<file path="config.mk">
export PLATFORM = sky130hd
export DESIGN_NAME = uart_rx_fifo
export DESIGN_NICKNAME = d
export VERILOG_FILES = /design/src/rtl/uart_pkg.sv /design/src/rtl/sync_fifo.sv /design/src/rtl/uart_rx_fifo.sv
export SDC_FILE = /design/constraint.sdc
export NUM_CORES = 1
export LEC_CHECK = 0
export ABC_AREA = 1
export BUFFER_PORTS_ARGS = -buffer_cell sky130_fd_sc_hd__buf_2
export CORE_AREA = 2 2 128 130
export DETAILED_ROUTE_END_ITERATION = 12
export DIE_AREA = 0 0 130 132
export PLACE_DENSITY = 0.67
export SYNTH_ARGS = -nofsm -noshare
export SYNTH_HDL_FRONTEND = slang
export SYNTH_HIERARCHICAL = 1
export SYNTH_SLANG_ARGS = --single-unit
</file>
<file path="constraint.sdc">
create_clock -name clk -period 5.52 [get_ports clk]
set_clock_uncertainty 0.1 [all_clocks]
set_input_delay 0.552 -clock clk [delete_from_list [all_inputs] [get_ports clk]]
set_output_delay 0.552 -clock clk [all_outputs]
set_load 0.01 [all_outputs]
</file>
<file path="src/rtl/uart_pkg.sv">
`default_nettype none
// ============================================================================
//  Module      : uart_pkg
//  Description : Shared constants and receiver state encoding for the UART
//                receive path of the PicoSoC.
//  Revision    : 1.0 - initial release
// ============================================================================
package uart_pkg;

    // Clocks per bit for 115200 baud from the 100 MHz system clock
    localparam int CLK_DIV_115200 = 868;

    // 8N1 framing
    localparam int DATA_BITS = 8;

    // Receiver FSM encoding
    typedef logic [1:0] rx_state_t;
    localparam rx_state_t ST_IDLE  = 2'd0;
    localparam rx_state_t ST_START = 2'd1;
    localparam rx_state_t ST_DATA  = 2'd2;
    localparam rx_state_t ST_STOP  = 2'd3;

endpackage
`default_nettype wire

</file>
<file path="src/rtl/sync_fifo.sv">
`default_nettype none
// ============================================================================
//  Module      : sync_fifo
//  Description : Single-clock first-word-fall-through FIFO. The head entry is
//                always presented on head; pointers carry one extra wrap bit
//                so full/empty are distinguished without a separate counter.
//  Revision    : 1.0 - initial release
// ============================================================================
module sync_fifo #(
    parameter int WIDTH = 8,
    parameter int DEPTH = 16,
    parameter int CNT_W = $clog2(DEPTH) + 1
) (
    input  logic             clk,
    input  logic             resetn,
    input  logic             push,
    input  logic [WIDTH-1:0] push_data,
    input  logic             pop,
    output logic [WIDTH-1:0] head,
    output logic             empty,
    output logic             full,
    output logic [CNT_W-1:0] count
);

    localparam int AW = $clog2(DEPTH);

    logic [AW:0]      wr_ptr_q, wr_ptr_d;
    logic [AW:0]      rd_ptr_q, rd_ptr_d;
    logic [WIDTH-1:0] mem_q [DEPTH];
    logic [WIDTH-1:0] mem_d [DEPTH];
    logic             do_push;
    logic             do_pop;

    // Status flags and accept logic; a push into a full FIFO is only taken
    // when a pop frees the head slot in the same cycle
    always_comb begin
        empty   = (wr_ptr_q == rd_ptr_q);
        full    = (wr_ptr_q[AW] != rd_ptr_q[AW]) &&
                  (wr_ptr_q[AW-1:0] == rd_ptr_q[AW-1:0]);
        do_pop  = pop && !empty;
        do_push = push && (!full || do_pop);
        head    = mem_q[rd_ptr_q[AW-1:0]];
        count   = CNT_W'(wr_ptr_q - rd_ptr_q);
    end

    // Next pointer and storage values
    always_comb begin
        wr_ptr_d = wr_ptr_q;
        rd_ptr_d = rd_ptr_q;
        mem_d    = mem_q;
        if (do_push) begin
            mem_d[wr_ptr_q[AW-1:0]] = push_data;
            wr_ptr_d                = wr_ptr_q + (AW+1)'(1);
        end
        if (do_pop) begin
            rd_ptr_d = rd_ptr_q + (AW+1)'(1);
        end
    end

    // Pointer registers; reset empties the FIFO
    always_ff @(posedge clk) begin
        if (!resetn) begin
            wr_ptr_q <= '0;
            rd_ptr_q <= '0;
        end else begin
            wr_ptr_q <= wr_ptr_d;
            rd_ptr_q <= rd_ptr_d;
        end
    end

    // Storage array; contents are meaningless while empty so no reset
    always_ff @(posedge clk) begin
        mem_q <= mem_d;
    end

endmodule
`default_nettype wire

</file>
<file path="src/rtl/uart_rx_fifo.sv">
`default_nettype none
// ============================================================================
//  Module      : uart_rx_fifo
//  Description : 8N1 UART receiver with a first-word-fall-through byte FIFO,
//                one-cycle frame error pulse and sticky overrun flag.
//  Revision    : 1.0 - initial release
// ============================================================================
module uart_rx_fifo
    import uart_pkg::*;
#(
    parameter int CLK_DIV = CLK_DIV_115200,
    parameter int DEPTH   = 16,
    parameter int CNT_W   = 5
) (
    input  logic             clk,
    input  logic             resetn,
    input  logic             rxd,
    input  logic             rd_en,
    output logic [7:0]       rd_data,
    output logic             rd_valid,
    output logic [CNT_W-1:0] count,
    output logic             frame_err,
    output logic             overrun,
    input  logic             err_clr
);

    localparam int TW = $clog2(CLK_DIV);
    localparam int BW = $clog2(DATA_BITS);

    localparam logic [TW-1:0] HALF_LOAD = TW'(CLK_DIV/2 - 1);
    localparam logic [TW-1:0] FULL_LOAD = TW'(CLK_DIV - 1);
    localparam logic [BW-1:0] LAST_BIT  = BW'(DATA_BITS - 1);

    logic                 rx_meta_q, rx_meta_d;
    logic                 rxs_q, rxs_d;
    rx_state_t            state_q, state_d;
    logic [TW-1:0]        timer_q, timer_d;
    logic [BW-1:0]        bit_idx_q, bit_idx_d;
    logic [DATA_BITS-1:0] shift_q, shift_d;
    logic                 push_q, push_d;
    logic                 frame_err_q, frame_err_d;
    logic                 overrun_q, overrun_d;

    logic                 timer_zero;
    logic                 fifo_empty;
    logic                 fifo_full;
    logic                 pop;

    assign timer_zero = (timer_q == '0);
    assign pop        = rd_en && !fifo_empty;

    // Two-flop synchroniser for the asynchronous serial line
    always_comb begin
        rx_meta_d = rxd;
        rxs_d     = rx_meta_q;
    end

    // FSM state register
    always_ff @(posedge clk) begin
        if (!resetn) begin
            state_q <= ST_IDLE;
        end else begin
            state_q <= state_d;
        end
    end

    // FSM next-state logic; STOP returns to IDLE at the mid-stop sample so
    // a following start edge is caught without waiting out the stop bit
    always_comb begin
        state_d = state_q;
        case (state_q)
            ST_IDLE:  if (!rxs_q) state_d = ST_START;
            ST_START: if (timer_zero) state_d = rxs_q ? ST_IDLE : ST_DATA;
            ST_DATA:  if (timer_zero && (bit_idx_q == LAST_BIT)) state_d = ST_STOP;
            ST_STOP:  if (timer_zero) state_d = ST_IDLE;
            default:  state_d = ST_IDLE;
        endcase
    end

    // FSM outputs: bit timer, bit index, shift register, push and error pulse
    always_comb begin
        timer_d     = timer_q;
        bit_idx_d   = bit_idx_q;
        shift_d     = shift_q;
        push_d      = 1'b0;
        frame_err_d = 1'b0;
        case (state_q)
            ST_IDLE: begin
                if (!rxs_q) timer_d = HALF_LOAD;
            end
            ST_START: begin
                if (timer_zero) begin
                    timer_d   = FULL_LOAD;
                    bit_idx_d = '0;
                end else begin
                    timer_d = timer_q - TW'(1);
                end
            end
            ST_DATA: begin
                if (timer_zero) begin
                    shift_d   = {rxs_q, shift_q[DATA_BITS-1:1]};
                    timer_d   = FULL_LOAD;
                    bit_idx_d = bit_idx_q + BW'(1);
                end else begin
                    timer_d = timer_q - TW'(1);
                end
            end
            ST_STOP: begin
                if (timer_zero) begin
                    push_d      = rxs_q;
                    frame_err_d = !rxs_q;
                end else begin
                    timer_d = timer_q - TW'(1);
                end
            end
            default: begin
                timer_d = '0;
            end
        endcase
    end

    // Sticky overrun: set on a dropped byte, err_clr clears, set wins
    always_comb begin
        overrun_d = overrun_q;
        if (err_clr) overrun_d = 1'b0;
        if (push_q && fifo_full && !pop) overrun_d = 1'b1;
    end

    // Synchroniser and receiver datapath registers
    always_ff @(posedge clk) begin
        if (!resetn) begin
            rx_meta_q   <= 1'b1;
            rxs_q       <= 1'b1;
            timer_q     <= '0;
            bit_idx_q   <= '0;
            shift_q     <= '0;
            push_q      <= 1'b0;
            frame_err_q <= 1'b0;
            overrun_q   <= 1'b0;
        end else begin
            rx_meta_q   <= rx_meta_d;
            rxs_q       <= rxs_d;
            timer_q     <= timer_d;
            bit_idx_q   <= bit_idx_d;
            shift_q     <= shift_d;
            push_q      <= push_d;
            frame_err_q <= frame_err_d;
            overrun_q   <= overrun_d;
        end
    end

    sync_fifo #(
        .WIDTH (DATA_BITS),
        .DEPTH (DEPTH),
        .CNT_W (CNT_W)
    ) u_fifo (
        .clk       (clk),
        .resetn    (resetn),
        .push      (push_q),
        .push_data (shift_q),
        .pop       (rd_en),
        .head      (rd_data),
        .empty     (fifo_empty),
        .full      (fifo_full),
        .count     (count)
    );

    assign rd_valid  = !fifo_empty;
    assign frame_err = frame_err_q;
    assign overrun   = overrun_q;

endmodule
`default_nettype wire

</file>
==> results.md, run 1 <==
- I/O Buffers: 20
- Sequential cell area fraction in the yosys report: 60.8%
- Final Cell Area: 8350 um2
- Share of layout cells above drive strength 1: 9.95%
- Area Growth Syn to Fin: 10.3%
- Net Switching: 1.05 mW
- Most frequent cells in the layout: 228 x nand2_1, 128 x edfxtp_1, 107 x nor2_1
- Crit end category: flop
- Slew Limit Fails: 0
- RSZ-0062 raised after global routing: false
- Post-synthesis instance total: 798
- Nets@finish: 835
- Worst hold path stage count: 2
- Postcts setup bufs: 0
- Placed cell count: 1008
- Starting Density: 48.2%
- FF-to-FF path depth: 9
- Top-level port count: 21
- Setup WS pre-CTS: 2.29 ns
- Most frequent CP cell: nand2_2
- Most crowded layer after global routing: met2
- Die ar.: 17200 um2
- Pint: 2.26 mW
- CTS root buf: clkbuf_16
- Total wire length: 16700 um
- Most common cell after layout, fill and taps aside: nand2_1
- Leakage: 3.47 nW
- Finish-stage setup viols: 0
- Vias/cell: 5.18
- Post-route setup slack: 2.21 ns
- Hold-fix buffers, CTS: 0
- Clock sinks: 166
- Arrival @ worst endpoint: 3.26 ns
- GR Util All Layers: 20.6%
- Max clock buf depth: 2
- Logic pwr share: 22.7%
- Syn_area_per_cell: 9.49 um2
- RD Place Congestion: 0.836
- Crit-path cells: clkinv_1 -> ha_1 -> nand2_1 -> nor2_2 -> nand3_2 -> nand2_2 -> inv_4 -> nand2_2 -> nor2_1
- Initial detailed-routing violation count: 504
- Utilization after layout: 53.1%
- Crit share post-route: 60.0%
- Clock transition at path regs: 0.06 ns
- Pin count of the biggest net entering global routing: 70
- Multi-input logic area: 2530 um2
- Final Hold Vio Count: 0
- Pwr Density: 396 nW/um2
- CP delay by family, top: simple AND/OR/NAND/NOR gates
- Worst-path fanout max: 15
- CTS tree: done
- #FFs+latches synth: 166
- Met2 GRT Util: 31.8%
- Dpl cell area: 7790 um2
- Fin crit period: 3.31 ns
- Synthesized area: 7570 um2
- Worst slew pin tran: 1.10 ns
- Total of max-cap violations: 0
- Layout Cells excl Fill: 1040
- Req. time, crit path: 5.47 ns
- Total stage count of the critical path: 9
- Mapped Nets: 822
- Width of the die: 130 um
- CTS Buf Count: 17
- Initial antenna violation count: 0
- GR Util met1: 29.0%
- FF+latch area: 4610 um2
- Yosys warnings: 6
- Worst skew pair latency: 0.42 ns
- Setup total negative slack: 0 ns
- Sw Share: 31.7%
- Total gr overflow: 0
- CP max stage delay: 0.69 ns
- Max-slew headroom: 26.8%
- Core area: 15700 um2
- Dpl hpwl: 10800 um
- Antenna cells: 0
- Kind of critical path: flop to flop
- Fmax: 0.302 GHz
- First-pass GRT wire length: 26500 um
- Site Rows: 46
- CP max-delay cell: dfxtp_1
- Seq pwr share: 43.9%
- DRT antenna net count: 0
- Setup crit start kind: flop
- Peak VDD IR: 288 uV
- PostCTS Resize Cnt: 0
- Status: finished, final reports clean
- DRC Markers: 0
- Hold WS: 0.218 ns
- Vias in the first global route: 5032
- Clock power frac: 33.4%
- Detailed-route via count: 5388
- # fillers: 1436
- Initial DRT Pass Iterations: 5
- Yosys cell types: 35
- Die Span Y: 132 um
- WL per Instance: 16.1 um
- Met3 Track Usage GR: 3.57%
- Overall Power: 3.31 mW
- CP Buf/Inv Count: 2
- Hold Crit Class: input port to flop
- Max H-tree Level: 4
==> power by group through the flow <==
stage | combinational (mW) | sequential (mW) | clock (mW)
6_report | 0.751 | 1.45 | 1.11
5_1_grt | 0.851 | 1.46 | 1.18
4_1_cts | 0.753 | 1.45 | 1.13
3_5_place_dp | 0.750 | 1.48 | 0
3_3_place_gp | 0.744 | 1.48 | 0
2_1_floorplan | 0.587 | 1.45 | 0
==> logic make-up (layout without fill, tap and decap cells) <==
| logic type | count (synthesis) | in the layout | synth area share [%] |
|---|---|---|---|
| AND/OR/NAND/NOR | 416 | 416 | 23.2 |
| flip-flops | 166 | 166 | 60.8 |
| AO/OA/AOI/OAI | 89 | 89 | 6.10 |
| adder cells (fa/ha/maj) | 19 | 19 | 3.24 |
| XOR/XNOR | 8 | 8 | 0.926 |
| buffers and inverters | 100 | 126 | 5.74 |
==> Yosys cell counts <==
| master | n | area, um2 |
|---|---|---|
| nor2_1 | 107 | 402 |
| a21oi_4 | 1 | 16.3 |
| ha_1 | 18 | 225 |
| nand3_1 | 53 | 265 |
| nand2_1 | 228 | 856 |
| clkbuf_1 | 6 | 22.5 |
| or2_2 | 3 | 18.8 |
| o21a_1 | 1 | 7.51 |
| and3_1 | 1 | 6.26 |
| xor2_1 | 7 | 61.3 |
| inv_2 | 9 | 33.8 |
| nand2_4 | 1 | 11.3 |
| inv_1 | 61 | 229 |
| clkinv_1 | 1 | 3.75 |
| buf_4 | 5 | 37.5 |
| a21oi_1 | 25 | 125 |
| buf_2 | 12 | 60.1 |
| edfxtp_1 | 128 | 3840 |
| o21ai_1 | 45 | 225 |
| buf_6 | 3 | 33.8 |
| inv_4 | 1 | 6.26 |
| nor2_2 | 2 | 12.5 |
| a211oi_1 | 1 | 7.51 |
| o21ai_0 | 16 | 80.1 |
| nand4_1 | 4 | 25.0 |
| fa_1 | 1 | 20.0 |
| nor2_8 | 2 | 40.0 |
| nand3_2 | 3 | 30.0 |
| nor3_1 | 1 | 5.00 |
| nand2_2 | 6 | 37.5 |
| nor2_4 | 2 | 22.5 |
| nand3b_1 | 3 | 22.5 |
| buf_1 | 2 | 7.51 |
| xnor2_1 | 1 | 8.76 |
| dfxtp_1 | 38 | 761 |
==> flip-flops by register name (all words and copies together) (netlist names), named ones only <==
| name | count |
|---|---|
| u_fifo/mem_q | 128 |
| push_q | 1 |
| rxs_q | 1 |
| bit_idx_q | 3 |
| u_fifo/rd_ptr_q | 5 |
| timer_q | 10 |
| rx_meta_q | 1 |
| frame_err | 1 |
| shift_q | 8 |
| overrun | 1 |
| u_fifo/wr_ptr_q | 5 |
| state_q | 1 |
==> path summary, 6_finish.rpt <==
path	start	endpoint	slack, ns
worst max-delay path	u_fifo/rd_ptr_q[2]	u_fifo/mem_q[122]	2.21
worst min-delay path	rxd	rx_meta_q	0.22
worst max register to register	u_fifo/rd_ptr_q[2]	u_fifo/mem_q[122]	2.21
worst min register to register	rx_meta_q	rxs_q	0.32
==> routing by layer <==
layer / vias up / wire, um
li1: 2646 / -
met1: 2525 / 7410
met2: 192 / 7830
met3: 25 / 1140
met4: 0 / 338
met5: - / 0
==> area by class of cell <==
type                    instances  share of cell area (%)
flip-flops and latches        166                    55.2
multi-input cells             532                    30.3
clock buffers                  19                    5.18
inverters                      72                    3.27
well taps                     216                    3.24
clock inverters                13                    1.47
repair buffers                 22                    1.38
==> worst reg2reg max path, cell delays in order (launching register included) <==
cell and delay (ns):
dfxtp_1 0.69, clkinv_1 0.43, ha_1 0.44, nand2_1 0.14
nor2_2 0.06, nand3_2 0.13, nand2_2 0.12, inv_4 0.11
nand2_2 0.12, nor2_1 0.60
No activity file was read; power rests on OpenSTA's default activity.
==> inputs of run 2 (changes only) <==
--- a/config.mk
+++ b/config.mk
@@ -10,7 +10,7 @@
 export CORE_AREA = 2 2 128 130
 export DETAILED_ROUTE_END_ITERATION = 12
 export DIE_AREA = 0 0 130 132
-export PLACE_DENSITY = 0.67
+export PLACE_DENSITY = 0.7
 export SYNTH_ARGS = -nofsm -noshare
 export SYNTH_HDL_FRONTEND = slang
 export SYNTH_HIERARCHICAL = 1
==> constraint.sdc (replaced) <==
create_clock -name clk -period 2.7 [get_ports clk]
set_clock_uncertainty 0.1 [all_clocks]
set_input_delay 0.27 -clock clk [delete_from_list [all_inputs] [get_ports clk]]
set_output_delay 0.27 -clock clk [all_outputs]
set_load 0.01 [all_outputs]
==> run 2 against run 1 <==
Critical path depth grew 1. Largest cell class unchanged. Critical endpoint is now rd_data[4]. Non-clock buffer count grew 26. Clock power grew 120%. Global-route usage shrank 0.094 points. Routed wire length grew 0.54%. Cell area grew 2.9%. Sequential share of layout area shrank 1.6 points. Combinational power grew 100%.
==> results.md, run 2 (same netlist as run 1, synthesis figures left out) <==
- Largest register FFs: 128
- GR Util All Layers: 20.5%
- Pin count of the biggest net entering global routing: 46
- Crit share post-route: 94.2%
- Total of max-cap violations: 0
- Top Registers: u_fifo/mem_q (128), timer_q (10), shift_q (8)
- Share of layout cells above drive strength 1: 12.7%
- Hold WS: 0.0557 ns
- Area Growth Syn to Fin: 13.5%
- Postcts setup bufs: 0
- Slew Limit Fails: 0
- CTS tree: done
- CTS Buf Count: 17
- Clock transition at path regs: 0.07 ns
- WL per Instance: 15.8 um
- Dpl cell area: 7980 um2
- Most frequent CP cell: nand2_1
- I/O Buffers: 20
- Finish-stage setup viols: 0
- Die Span Y: 132 um
- DRC Markers: 0
- Clock sinks: 166
- Fin crit period: 2.54 ns
- Crit-path cells: buf_4 -> nand2_1 -> nand2_1 -> nand2_1 -> o21ai_1 -> nand2_1 -> nand2_1 -> inv_1 -> nand2_1 -> buf_2
- Req. time, crit path: 2.33 ns
- Overall Power: 6.92 mW
- Max-slew headroom: 38.9%
- Max H-tree Level: 4
- Top reg by flops: u_fifo/mem_q
- Most common cell after layout, fill and taps aside: nand2_1
- Total wire length: 16800 um
- CTS root buf: clkbuf_16
- Starting Density: 48.2%
- Final Hold Vio Count: 0
- Vias/cell: 5.15
- Nets@finish: 861
- CP max stage delay: 0.51 ns
- Setup total negative slack: 0 ns
- Hold Crit Class: input port to flop
- Initial antenna violation count: 0
- Worst skew pair latency: 0.43 ns
- Initial DRT Pass Iterations: 6
- RD Place Congestion: 0.882
- Site Rows: 46
- RSZ-0062 raised after global routing: false
- Core area: 15700 um2
- Fmax: 0.393 GHz
- Detailed-route via count: 5492
- Die ar.: 17200 um2
- First-pass GRT wire length: 26600 um
- Worst slew pin tran: 0.916 ns
- Initial detailed-routing violation count: 685
- Total gr overflow: 0
- Setup crit start kind: flop
- Final Cell Area: 8590 um2
- CP max-delay cell: dfxtp_2
- Kind of critical path: flop to output pin
- Arrival @ worst endpoint: 2.17 ns
- Top-level port count: 21
- Pwr Density: 806 nW/um2
- Worst-path fanout max: 31
- PostCTS Resize Cnt: 0
- Vias in the first global route: 5106
- # fillers: 1352
- DRT antenna net count: 0
- Peak VDD IR: 488 uV
- Leakage: 3.63 nW
- Dpl hpwl: 10900 um
- Crit end category: output pin
- Width of the die: 130 um
- Antenna cells: 0
- Hold-fix buffers, CTS: 2
- Status: finished, final reports clean
- Most frequent cells in the layout: 228 x nand2_1, 128 x edfxtp_1, 107 x nor2_1
- Max clock buf depth: 2
[run 2: cell types whose count changed in the layout (fill, tap and decap cells not counted)]
cell	delta
buf_4	+24
clkinvlp_4	-3
clkbuf_1	-2
dlygate4sd3_1	+2
bufinv_16	+1
clkinv_2	+1
clkinv_4	+1
clkinv_8	+1
inv_8	+1
[run 2: routing by layer]
layer	routed length [um]	GRT usage, %	up-vias	part of all wire [%]
li1	-	-	2700	-
met1	7600	29.1	2552	45
met2	7830	31.9	211	47
met3	1110	4.30	29	6.6
met4	264	5.91	0	1.6
met5	0	0	-	0
[run 2: critical path: cells and delay by family, from the launching register on]
family / cells / cell delay, ns
compound gates: 1 / 0.16
simple gates: 6 / 0.48
buf+inv: 3 / 0.57
flops: 1 / 0.51
[run 2: metrics by stage]
step,utilization (%),std cells,worst slack [ns]
final,54.7,1066,0.156
after global placement,50.8,1032,0.509
after CTS,54.7,1066,0.188
after global routing,54.7,1066,0.0324
after floorplan,-,798,0.312
after detailed placement,50.8,1032,0.467
[run 2: where the power goes]
part           total (mW)  switching [mW]  internal, mW
combinational        1.53            1.02         0.512
clock                2.41            1.02          1.38
sequential           2.98           0.140          2.84
[run 2: final timing paths]
check,from,to,slack [ns],cells past startpoint
worst min register to register,rx_meta_q,rxs_q,0.31,1
worst max-delay path,u_fifo/rd_ptr_q[0],rd_data[4],0.16,10
worst min-delay path,rd_en,u_fifo/rd_ptr_q[2],0.06,3
worst max register to register,u_fifo/wr_ptr_q[0],u_fifo/mem_q[28],0.42,10
[run 2: final cells by class]
| type | instances | area, um2 | share of cell area, % |
|---|---|---|---|
| flip-flops and latches | 166 | 4610 | 53.6 |
| multi-input cells | 532 | 2530 | 29.5 |
| clock inverters | 15 | 171 | 2.00 |
| well taps | 216 | 270 | 3.15 |
| repair buffers | 48 | 315 | 3.67 |
| inverters | 72 | 273 | 3.17 |
| clock buffers | 17 | 425 | 4.95 |
